### src/rtl/placar_conv_scheduler_if.sv
// rtl/placar_conv_scheduler_if.sv - score event valid/ready port shared by the keeper and its event source
interface placar_conv_scheduler_if;
  logic       ev_valid;
  logic       ev_ready;
  logic       ev_team;
  logic [1:0] ev_op;

  modport master (output ev_valid, ev_team, ev_op, input ev_ready);
  modport slave  (input ev_valid, ev_team, ev_op, output ev_ready);
endinterface

### src/rtl/placar_conv_scheduler.sv
// rtl/placar_conv_scheduler.sv - two-team score keeper time-sharing one bin-to-BCD converter
// Optional undo of the last accepted event is built when PLACAR_UNDO_EN is defined.
module placar_conv_scheduler #(
  parameter int MAX_SCORE  = 99,
  parameter int SETTLE_CYC = 1
) (
  input  logic                    clk,
  input  logic                    rst_n,
  input  logic                    clr_i,
  input  logic                    undo_i,
  placar_conv_scheduler_if.slave  ev,
  output logic [6:0]              conv_bin,
  input  logic [7:0]              conv_bcd,
  input  logic                    conv_over99,
  output logic [6:0]              score_a,
  output logic [6:0]              score_b,
  output logic [7:0]              disp_a,
  output logic [7:0]              disp_b,
  output logic                    busy,
  output logic                    err_over99
);

  typedef enum logic {IDLE, CONV} state_t;

  state_t     state, state_nxt;
  logic [2:0] cnt;
  logic       sel, rr_last, dirty_a, dirty_b;
  logic       accept, conv_done, pick_vld, pick_team, pick_go;
  logic [6:0] cur, upd, nxt_a, nxt_b;
  logic       set_a, set_b;
  logic       undo_do, undo_team;
  logic [6:0] undo_score;

  function automatic logic [6:0] apply_op(input logic [6:0] s, input logic [1:0] op);
    logic [7:0] sum;
    if (op == 2'b11) return (s == 7'd0) ? 7'd0 : s - 7'd1;
    sum = {1'b0, s} + {6'd0, op} + 8'd1;
    return (sum > 8'(MAX_SCORE)) ? 7'(MAX_SCORE) : sum[6:0];
  endfunction

  assign accept    = ev.ev_valid & ev.ev_ready;
  assign cur       = ev.ev_team ? score_b : score_a;
  assign upd       = apply_op(cur, ev.ev_op);
  assign pick_vld  = dirty_a | dirty_b;
  assign pick_team = (dirty_a & dirty_b) ? ~rr_last : dirty_b;
  assign conv_done = (state == CONV) && (cnt == 3'(SETTLE_CYC - 1));
  assign pick_go   = ~clr_i & pick_vld & ((state == IDLE) | conv_done);

`ifdef PLACAR_UNDO_EN
  logic undo_vld;

  assign undo_do = undo_i & undo_vld & ~clr_i;

  always_ff @(posedge clk or negedge rst_n) begin
    if (!rst_n) begin
      undo_vld   <= 1'b0;
      undo_team  <= 1'b0;
      undo_score <= 7'd0;
    end else if (clr_i || undo_do) begin
      undo_vld   <= 1'b0;
    end else if (accept) begin
      undo_vld   <= 1'b1;
      undo_team  <= ev.ev_team;
      undo_score <= cur;
    end
  end
`else
  logic unused_undo;

  assign unused_undo = undo_i;
  assign undo_do     = 1'b0;
  assign undo_team   = 1'b0;
  assign undo_score  = 7'd0;
`endif

  // Clear beats undo beats a new event; dirty only marks real value changes.
  always_comb begin
    nxt_a = score_a;
    nxt_b = score_b;
    set_a = 1'b0;
    set_b = 1'b0;
    if (clr_i) begin
      nxt_a = 7'd0;
      nxt_b = 7'd0;
      set_a = 1'b1;
      set_b = 1'b1;
    end else if (undo_do) begin
      if (undo_team) begin
        nxt_b = undo_score;
        set_b = 1'b1;
      end else begin
        nxt_a = undo_score;
        set_a = 1'b1;
      end
    end else if (accept) begin
      if (ev.ev_team) begin
        nxt_b = upd;
        set_b = (upd != score_b);
      end else begin
        nxt_a = upd;
        set_a = (upd != score_a);
      end
    end
  end

  always_ff @(posedge clk or negedge rst_n) begin
    if (!rst_n) state <= IDLE;
    else        state <= state_nxt;
  end

  always_comb begin
    state_nxt = state;
    if (clr_i)          state_nxt = IDLE;
    else if (pick_go)   state_nxt = CONV;
    else if (conv_done) state_nxt = IDLE;
  end

  always_comb begin
`ifdef PLACAR_UNDO_EN
    ev.ev_ready = ~clr_i & ~undo_i;
`else
    ev.ev_ready = ~clr_i;
`endif
    busy = (state != IDLE) | dirty_a | dirty_b;
  end

  // A set of dirty on the pick edge outlives the clear, forcing a reconversion.
  always_ff @(posedge clk or negedge rst_n) begin
    if (!rst_n) begin
      score_a    <= 7'd0;
      score_b    <= 7'd0;
      dirty_a    <= 1'b0;
      dirty_b    <= 1'b0;
      conv_bin   <= 7'd0;
      sel        <= 1'b0;
      cnt        <= 3'd0;
      disp_a     <= 8'd0;
      disp_b     <= 8'd0;
      err_over99 <= 1'b0;
      rr_last    <= 1'b0;
    end else begin
      score_a <= nxt_a;
      score_b <= nxt_b;
      dirty_a <= set_a | (dirty_a & ~(pick_go & ~pick_team));
      dirty_b <= set_b | (dirty_b & ~(pick_go & pick_team));
      if (pick_go) begin
        conv_bin <= pick_team ? score_b : score_a;
        sel      <= pick_team;
        cnt      <= 3'd0;
      end else if (state == CONV) begin
        cnt <= cnt + 3'd1;
      end
      if (clr_i) begin
        err_over99 <= 1'b0;
      end else if (conv_done) begin
        if (sel) disp_b <= conv_bcd;
        else     disp_a <= conv_bcd;
        err_over99 <= err_over99 | conv_over99;
        rr_last    <= sel;
      end
    end
  end

endmodule

### src/flat_wrapper.sv
// flat-port wrapper written by rule: the top's interface ports become plain ports
module placar_conv_scheduler_flat 
#(
  parameter int MAX_SCORE  = 99,
  parameter int SETTLE_CYC = 1
)
  (clk, rst_n, clr_i, undo_i, conv_bin, conv_bcd, conv_over99, score_a, score_b, disp_a, disp_b, busy, err_over99, ev_ev_valid, ev_ev_team, ev_ev_op, ev_ev_ready);
  placar_conv_scheduler_if ev_i ();
  input  logic clk;
  input  logic rst_n;
  input  logic clr_i;
  input  logic undo_i;
  output logic [6:0] conv_bin;
  input  logic [7:0] conv_bcd;
  input  logic conv_over99;
  output logic [6:0] score_a;
  output logic [6:0] score_b;
  output logic [7:0] disp_a;
  output logic [7:0] disp_b;
  output logic busy;
  output logic err_over99;
  input wire logic [$bits(ev_i.ev_valid)-1:0] ev_ev_valid;
  input wire logic [$bits(ev_i.ev_team)-1:0] ev_ev_team;
  input wire logic [$bits(ev_i.ev_op)-1:0] ev_ev_op;
  output wire logic [$bits(ev_i.ev_ready)-1:0] ev_ev_ready;
  assign ev_i.ev_valid = ev_ev_valid;
  assign ev_i.ev_team = ev_ev_team;
  assign ev_i.ev_op = ev_ev_op;
  assign ev_ev_ready = ev_i.ev_ready;
  placar_conv_scheduler #(.MAX_SCORE(MAX_SCORE), .SETTLE_CYC(SETTLE_CYC)) u_core (.clk(clk), .rst_n(rst_n), .clr_i(clr_i), .undo_i(undo_i), .ev(ev_i), .conv_bin(conv_bin), .conv_bcd(conv_bcd), .conv_over99(conv_over99), .score_a(score_a), .score_b(score_b), .disp_a(disp_a), .disp_b(disp_b), .busy(busy), .err_over99(err_over99));
endmodule
### config.mk
export PLATFORM = sky130hd
export DESIGN_NAME = placar_conv_scheduler_flat
export DESIGN_NICKNAME = d
export VERILOG_FILES = /design/src/rtl/placar_conv_scheduler_if.sv /design/src/rtl/placar_conv_scheduler.sv /design/src/flat_wrapper.sv
export SDC_FILE = /design/constraint.sdc
export NUM_CORES = 1
export LEC_CHECK = 0
export ABC_CLOCK_PERIOD_IN_PS = 4600
export BUFFER_PORTS_ARGS = -buffer_cell sky130_fd_sc_hd__clkbuf_2
export CAP_MARGIN = 20
export CORE_UTILIZATION = 35
export CTS_BUF_LIST = sky130_fd_sc_hd__clkbuf_4
export DETAILED_ROUTE_END_ITERATION = 16
export MAX_ROUTING_LAYER = met4
export SETUP_SLACK_MARGIN = 0.02
export SKIP_LAST_GASP = 1
export SYNTH_ARGS = -nofsm -noshare
export SYNTH_HDL_FRONTEND = slang
export SYNTH_SLANG_ARGS = --single-unit
### constraint.sdc
create_clock -name clk -period 4.6 [get_ports clk]
set_input_delay 0 -clock clk [delete_from_list [all_inputs] [get_ports clk]]
set_output_delay 0 -clock clk [all_outputs]
set_load 0.02 [all_outputs]
==> flow_summary_export.csv, run 1 <==
group,metric,value,unit
status,status,"completed",
setup_path,required,4820,ps
finish,drive_gt1_frac,0.286,
synth,ys_seq_area_frac,0.388,
cts,root_buffer,"clkbuf_4",
finish,multi_input_area,0.00164,mm^2
setup_path,crit_chain,"mux2i_1 > ha_1 > fa_1 > nand4bb_1 > o22ai_1 > xor2_2 > o311ai_2 > a21oi_1 > a2111oi_0 > a31oi_1",
placement,dp.cells,447,
timing,tightest_slew,686,ps
drt,drc_errors,0,
timing,finClkSkew,18.0,ps
synth,synth_area_leaders,"dfrtp_1 (39%), mux2_2 (6.5%), mux2i_1 (5.4%), a21oi_1 (5.1%), nand2_1 (5.1%)",
timing,period_share,0.804,
power_and_ir_drop,ir_worst_vdd,0.215,mV
placement,dp_hpwl,5180,um
cts,cts_max_level,2,
finish,layout_commonest_cell,"clkbuf_2",
global_route,grt_usage,0.172,
die,ios,57,
timing,final_hold_viol_count,0,
flow_run,maxCapViolations,0,
synth,syn_nets,327,
timing,maxSlewViolCount,0,
power_and_ir_drop,power_per_cell_area,435,mW/mm^2
die,core,0.00822,mm^2
setup_path,crit_family,"compound AO/OA/AOI/OAI gates",
finish,nFillCells,818,
finish,antenna_cells,0,
setup_path,worstPathMaxFanout,9,
drt,ant_nets,0,
power_and_ir_drop,leakage,1.57,nW
die,num_rows,33,
synth,synth-seq-cells,46,
die,die_area,0.00884,mm^2
setup_path,cp.arrival,3920,ps
synth,synth_area,0.00296,mm^2
timing,setup_tns,0,ps
finish,stdcell_count,465,
finish,final_cell_mix,"clkbuf_2 (55), dfrtp_1 (46), nand2_1 (40)",
drt,wirelength,6950,um
cts,clk-insertion-delay-late,350,ps
die,start_util,0.361,
setup_path,startpoint_type,"register",
setup_path,worst_path_max_delay_cell,"fa_1",
cts,clockBufferDepth,2,
cts,clk_pin_slew_worst_paths,140,ps
timing,grt_setup_unrepaired,"false",
drt,vias,2396,
synth,ys_warn_count,0,
synth,synthFlopType,"dfrtp_1",
global_route,grt_max_degree,47,
min_path,min_path_type,"primary input to register",
setup_path,slowest_delay,550,ps
setup_path,ff2ff_setup_slack,900,ps
placement,gp_congestion,0.852,
global_route,first_global_vias,2270,
timing,setup_viol,0,
synth,syn_inst,302,
setup_path,worst-path-buf-inv,0,
drt,firstDrtPassIters,4,
synth,synth_top_area_cell,"dfrtp_1",
cts,clock-sinks,46,
synth,synth_top_area_share,0.388,
synth,async_flop_share,1.00,
synth,synth_cell_type_count,65,
finish,area_delta_synth_final,16.7,%
placement,io_buffers,55,
finish,finalNetCount,384,
timing,slew_headroom,0.541,
cts,cts_made_buffers,5,
cts,cts_resized,0,
finish,regArea,0.00115,mm^2
synth,synth-edff-count,0,
drt,wl_per_cell,14.9,um
timing,period_minus_slack,3700,ps
timing,fmax,270,MHz
setup_path,crit_type,"register to register",
global_route,grt_pass1_wl,11600,um
global_route,grt_overflow,0,
cts,cts_tree,"built",
drt,drt_first_iter_violations,179,
die,die_h,94.0,um
setup_path,end_kind,"register",
global_route,antenna_found_initial,0,
drt,vias_per_cell,5.15,
die,fp.dieW,94.0,um
synth,avgSynthCellArea,9.81,um^2
## registers in the layout, indices dropped and copies added, names as in the netlist
register / count
u_core.rr_last: 1
u_core.conv_bin: 7
u_core.score_b: 7
u_core.err_over99: 1
u_core.disp_b: 8
u_core.cnt: 3
u_core.disp_a: 8
u_core.state: 1
u_core.sel: 1
u_core.dirty_a: 1
u_core.score_a: 7
u_core.dirty_b: 1
## layer usage
layer | share of wire | global-route usage
met5 | 0 | -
met4 | 0.0055 | 0.0295
met3 | 0.043 | 0.0307
met2 | 0.46 | 0.252
met1 | 0.49 | 0.250
## report_power, final
part / internal (mW) / switching (mW)
clock network: 0.114 / 0.133
logic: 0.260 / 0.386
registers: 0.530 / 0.0819
total: 0.905 / 0.601
## synthesized netlist by cell type, types with 2 or more instances
master	instances
a32oi_1	2
o21ai_0	6
xnor2_1	5
ha_1	7
xor2_1	9
a21boi_0	2
mux2i_1	16
nor4b_1	2
nor3_1	6
mux2_4	2
a21oi_1	30
nand3b_1	2
nor2_1	20
dfrtp_1	46
clkbuf_1	6
nor4_1	2
buf_6	4
buf_1	2
buf_4	4
and2_1	2
nor3b_1	2
nand2_1	40
inv_1	14
nand2b_1	2
nand3_1	10
o22ai_1	3
buf_2	2
mux2_2	17
## cell families after synthesis
group,after synthesis,share of synthesized area
muxes,37,0.141
buffers and inverters,33,0.0616
adders and majority gates,8,0.0363
and+or+nand+nor,99,0.167
AOI/OAI and AO/OA,64,0.159
DFF,46,0.388
xor gates and xnor gates,15,0.0469
## stage by stage
| stage | utilization | instance area (um^2) | hold slack, ps | total power, mW | worst slack, ps |
|---|---|---|---|---|---|
| floorplan | - | 2960 | -296 | 1.06 | 1220 |
| global placement | 0.399 | 3280 | 122 | 1.25 | 977 |
| detailed placement | 0.399 | 3280 | 122 | 1.26 | 902 |
| CTS | 0.421 | 3460 | 19.9 | 1.52 | 878 |
| global route | 0.421 | 3460 | 27.7 | 1.61 | 684 |
| finish | 0.421 | 3460 | 32.8 | 1.51 | 902 |
## worst paths after layout
kind | endpoint | depth (start not counted) | startpoint
max | u_core.dirty_a | 10 | u_core.score_b[0]
min | u_core.score_b[6] | 3 | ev_ev_valid
max reg2reg | u_core.dirty_a | 10 | u_core.score_b[0]
min reg2reg | u_core.rr_last | 2 | u_core.rr_last
max in group asynchronous | u_core.score_a[2] | 3 | rst_n
min in group asynchronous | u_core.disp_a[4] | 3 | rst_n
## worst register-to-register path, delay by kind of cell (launching register included)
kind	cells	cell delay (ps)
DFF	1	520
and+or+nand+nor	1	270
xor gates and xnor gates	1	180
muxes	1	240
AOI/OAI and AO/OA	5	1560
adders and majority gates	2	800
## final cells by class
| class | count | share of cell area |
|---|---|---|
| clock inverter | 3 | 0.0130 |
| tap | 105 | 0.0380 |
| timing repair buffer | 69 | 0.117 |
| multi-input combinational | 223 | 0.473 |
| sequential | 46 | 0.333 |
| clock buffer | 5 | 0.0109 |
| inverter | 14 | 0.0152 |
## timing repair
item                                   CTS  global route
endpoints found under the hold margin   63             0
hold buffers                            10             0
setup endpoints to repair                0             0
setup buffers                            0             0
Note: power is estimated with default switching activity, not from simulation.
==> run 2, diff against run 1 <==
ABC_AREA = 1   (was unset)
ABC_CLOCK_PERIOD_IN_PS = 3200   (was 4600)
clock period = 3.2 ns   (was 4.6 ns; I/O delays follow)
==> flow_summary_export.csv, run 2 <==
group,metric,value,unit
drt,wl_per_cell,13.3,um
die,die_area,0.00816,mm^2
setup_path,required,3480,ps
finish,fin_util,0.444,
finish,area_delta_synth_final,20.5,%
synth,syn_nets,389,
die,fp.dieW,90.3,um
drt,wl_met3,376,um
finish,top_regs,"u_core.disp_a (8), u_core.disp_b (8)",
drt,wirelength,7120,um
die,ios,57,
setup_path,startpoint_type,"register",
drt,wl_met2,3320,um
synth,synth_top_area_cell,"dfrtp_1",
cts,post_cts_buffers,0,
synth,synth_most_common_cell,"nand2_1",
die,core,0.00741,mm^2
placement,dp.cells,515,
global_route,grt_pass1_wl,12000,um
die,die_h,90.3,um
cts,cts_made_buffers,5,
drt,vias,2554,
synth,avgSynthCellArea,7.50,um^2
timing,setup_tns,0,ps
synth,synth_cell_type_count,30,
synth,async_flop_share,1.00,
drt,met1Wirelength,3350,um
timing,slew_headroom,0.580,
drt,vias_per_cell,4.77,
die,num_rows,31,
die,start_util,0.369,
synth,syn_inst,364,
global_route,grt_usage,0.188,
timing,tightest_slew,631,ps
synth,synth_area,0.00273,mm^2
cts,clk-insertion-delay-late,370,ps
timing,period_share,0.898,
power_and_ir_drop,ir_worst_vdd,0.419,mV
power_and_ir_drop,leakage,1.81,nW
synth,synth-edff-count,0,
setup_path,crit_type,"register to register",
finish,drive_gt1_frac,0.220,
synth,synth_area_leaders,"dfrtp_1 (42%), nand2_1 (17%), inv_1 (6.7%), nand3_1 (4.6%), o21ai_0 (4.2%)",
finish,layout_commonest_cell,"nand2_1",
cts,cts_tree,"built",
status,status,"completed",
synth,ys_warn_count,0,
timing,period_minus_slack,2870,ps
timing,grt_setup_unrepaired,"false",
finish,antenna_cells,0,
setup_path,cp.arrival,3160,ps
timing,maxSlewViolCount,0,
global_route,antenna_found_initial,0,
min_path,min_path_type,"primary input to async pin",
drt,top_layer,"met4",
cts,clockBufferDepth,2,
drt,firstDrtPassIters,5,
finish,final_cell_mix,"nand2_1 (123), clkbuf_2 (55), inv_1 (49)",
synth,synth-seq-cells,46,
placement,gp_congestion,0.886,
finish,finalNetCount,460,
cts,clk_pin_slew_worst_paths,150,ps
setup_path,worstPathMaxFanout,7,
global_route,first_global_vias,2460,
setup_path,end_kind,"register",
drt,drc_errors,0,
finish,stdcell_count,535,
synth,synth_common_cells,"nand2_1 (123), inv_1 (49), dfrtp_1 (46)",
synth,ys_seq_area_frac,0.422,
cts,cts_resized,0,
cts,root_buffer,"clkbuf_4",
power_and_ir_drop,power_per_cell_area,611,mW/mm^2
timing,setup_viol,0,
timing,final_hold_viol_count,0,
timing,fmax,348,MHz
cts,clock-sinks,46,
timing,finClkSkew,14.8,ps
placement,io_buffers,55,
placement,dp_hpwl,5390,um
synth,synthFlopType,"dfrtp_1",
global_route,grt_max_degree,26,
drt,drt_first_iter_violations,112,
global_route,grt_overflow,0,
synth,synth_top_area_share,0.422,
drt,ant_nets,0,
flow_run,maxCapViolations,0,
cts,cts_max_level,2,
## run 2: cell type report
cell class,instances,area (um^2)
multi-input combinational,259,1340
tap,99,124
clock inverter,3,18.8
fill,762,4120
timing repair buffer,70,418
inverter,53,199
sequential,46,1150
clock buffer,5,37.5
## run 2: report_power, final
| part | switching (mW) | internal (mW) | total [mW] | leakage [nW] |
|---|---|---|---|---|
| combinational | 0.584 | 0.281 | 0.865 | 1.18 |
| sequential | 0.102 | 0.747 | 0.848 | 0.597 |
| clock | 0.211 | 0.0865 | 0.297 | 0.0354 |
| total | 0.896 | 1.11 | 2.01 | 1.81 |
## run 2: per-stage QoR
step	cell area, um^2	hold slack [ps]	worst slack (ps)	power (mW)
4_1_cts	3290	177	350	2.03
3_3_place_gp	3110	49.8	430	1.70
5_1_grt	3290	223	56.5	2.17
2_1_floorplan	2730	-296	747	1.43
3_5_place_dp	3110	58.6	371	1.72
6_report	3290	156	326	2.01
## run 2: final timing paths
kind	from	to	slack [ps]	depth (start not counted)
setup reg to reg	u_core.score_a[1]	u_core.dirty_a	330	18
setup / recovery	u_core.score_a[1]	u_core.dirty_a	330	18
min in group clk	ev_ev_team	u_core.dirty_b	230	6
hold / removal	rst_n	u_core.disp_a[4]	160	2
max in group asynchronous	rst_n	u_core.disp_a[0]	2300	3
hold reg to reg	u_core.disp_b[1]	u_core.disp_b[1]	500	2
## run 2: per-layer routing
| metal | up-vias | track usage |
|---|---|---|
| li1 | 1322 | - |
| met1 | 1148 | 0.250 |
| met2 | 77 | 0.296 |
| met3 | 7 | 0.0320 |
| met4 | 0 | 0.0484 |
| met5 | - | - |
## run 2: what timing repair did
| item | in CTS | in global routing |
|---|---|---|
| setup endpoints to repair | 0 | 0 |
| hold endpoints to repair | 44 | 0 |
| hold buffers | 12 | 0 |
## run 2: kinds of logic after synthesis
group | Yosys count | synth area share
simple gates | 192 | 0.323
buf+inv | 59 | 0.0866
compound gates | 57 | 0.123
flops | 46 | 0.422
fa+ha+maj | 8 | 0.0394
xor+xnor | 2 | 0.00642
## run 2: worst max-delay path: stages (launching register included)
cell	delay [ps]
dfrtp_1	400
inv_1	80
o21ai_0	330
inv_1	200
fa_1	460
inv_1	140
nand3_1	90
nand2_1	60
nand2_1	60
nand2_1	110
nand3_4	150
nand3_2	130
nand2_2	80
nand2_1	80
nand2_1	50
nor2_1	170
nand2_1	80
nand2_1	60
nand2_1	40
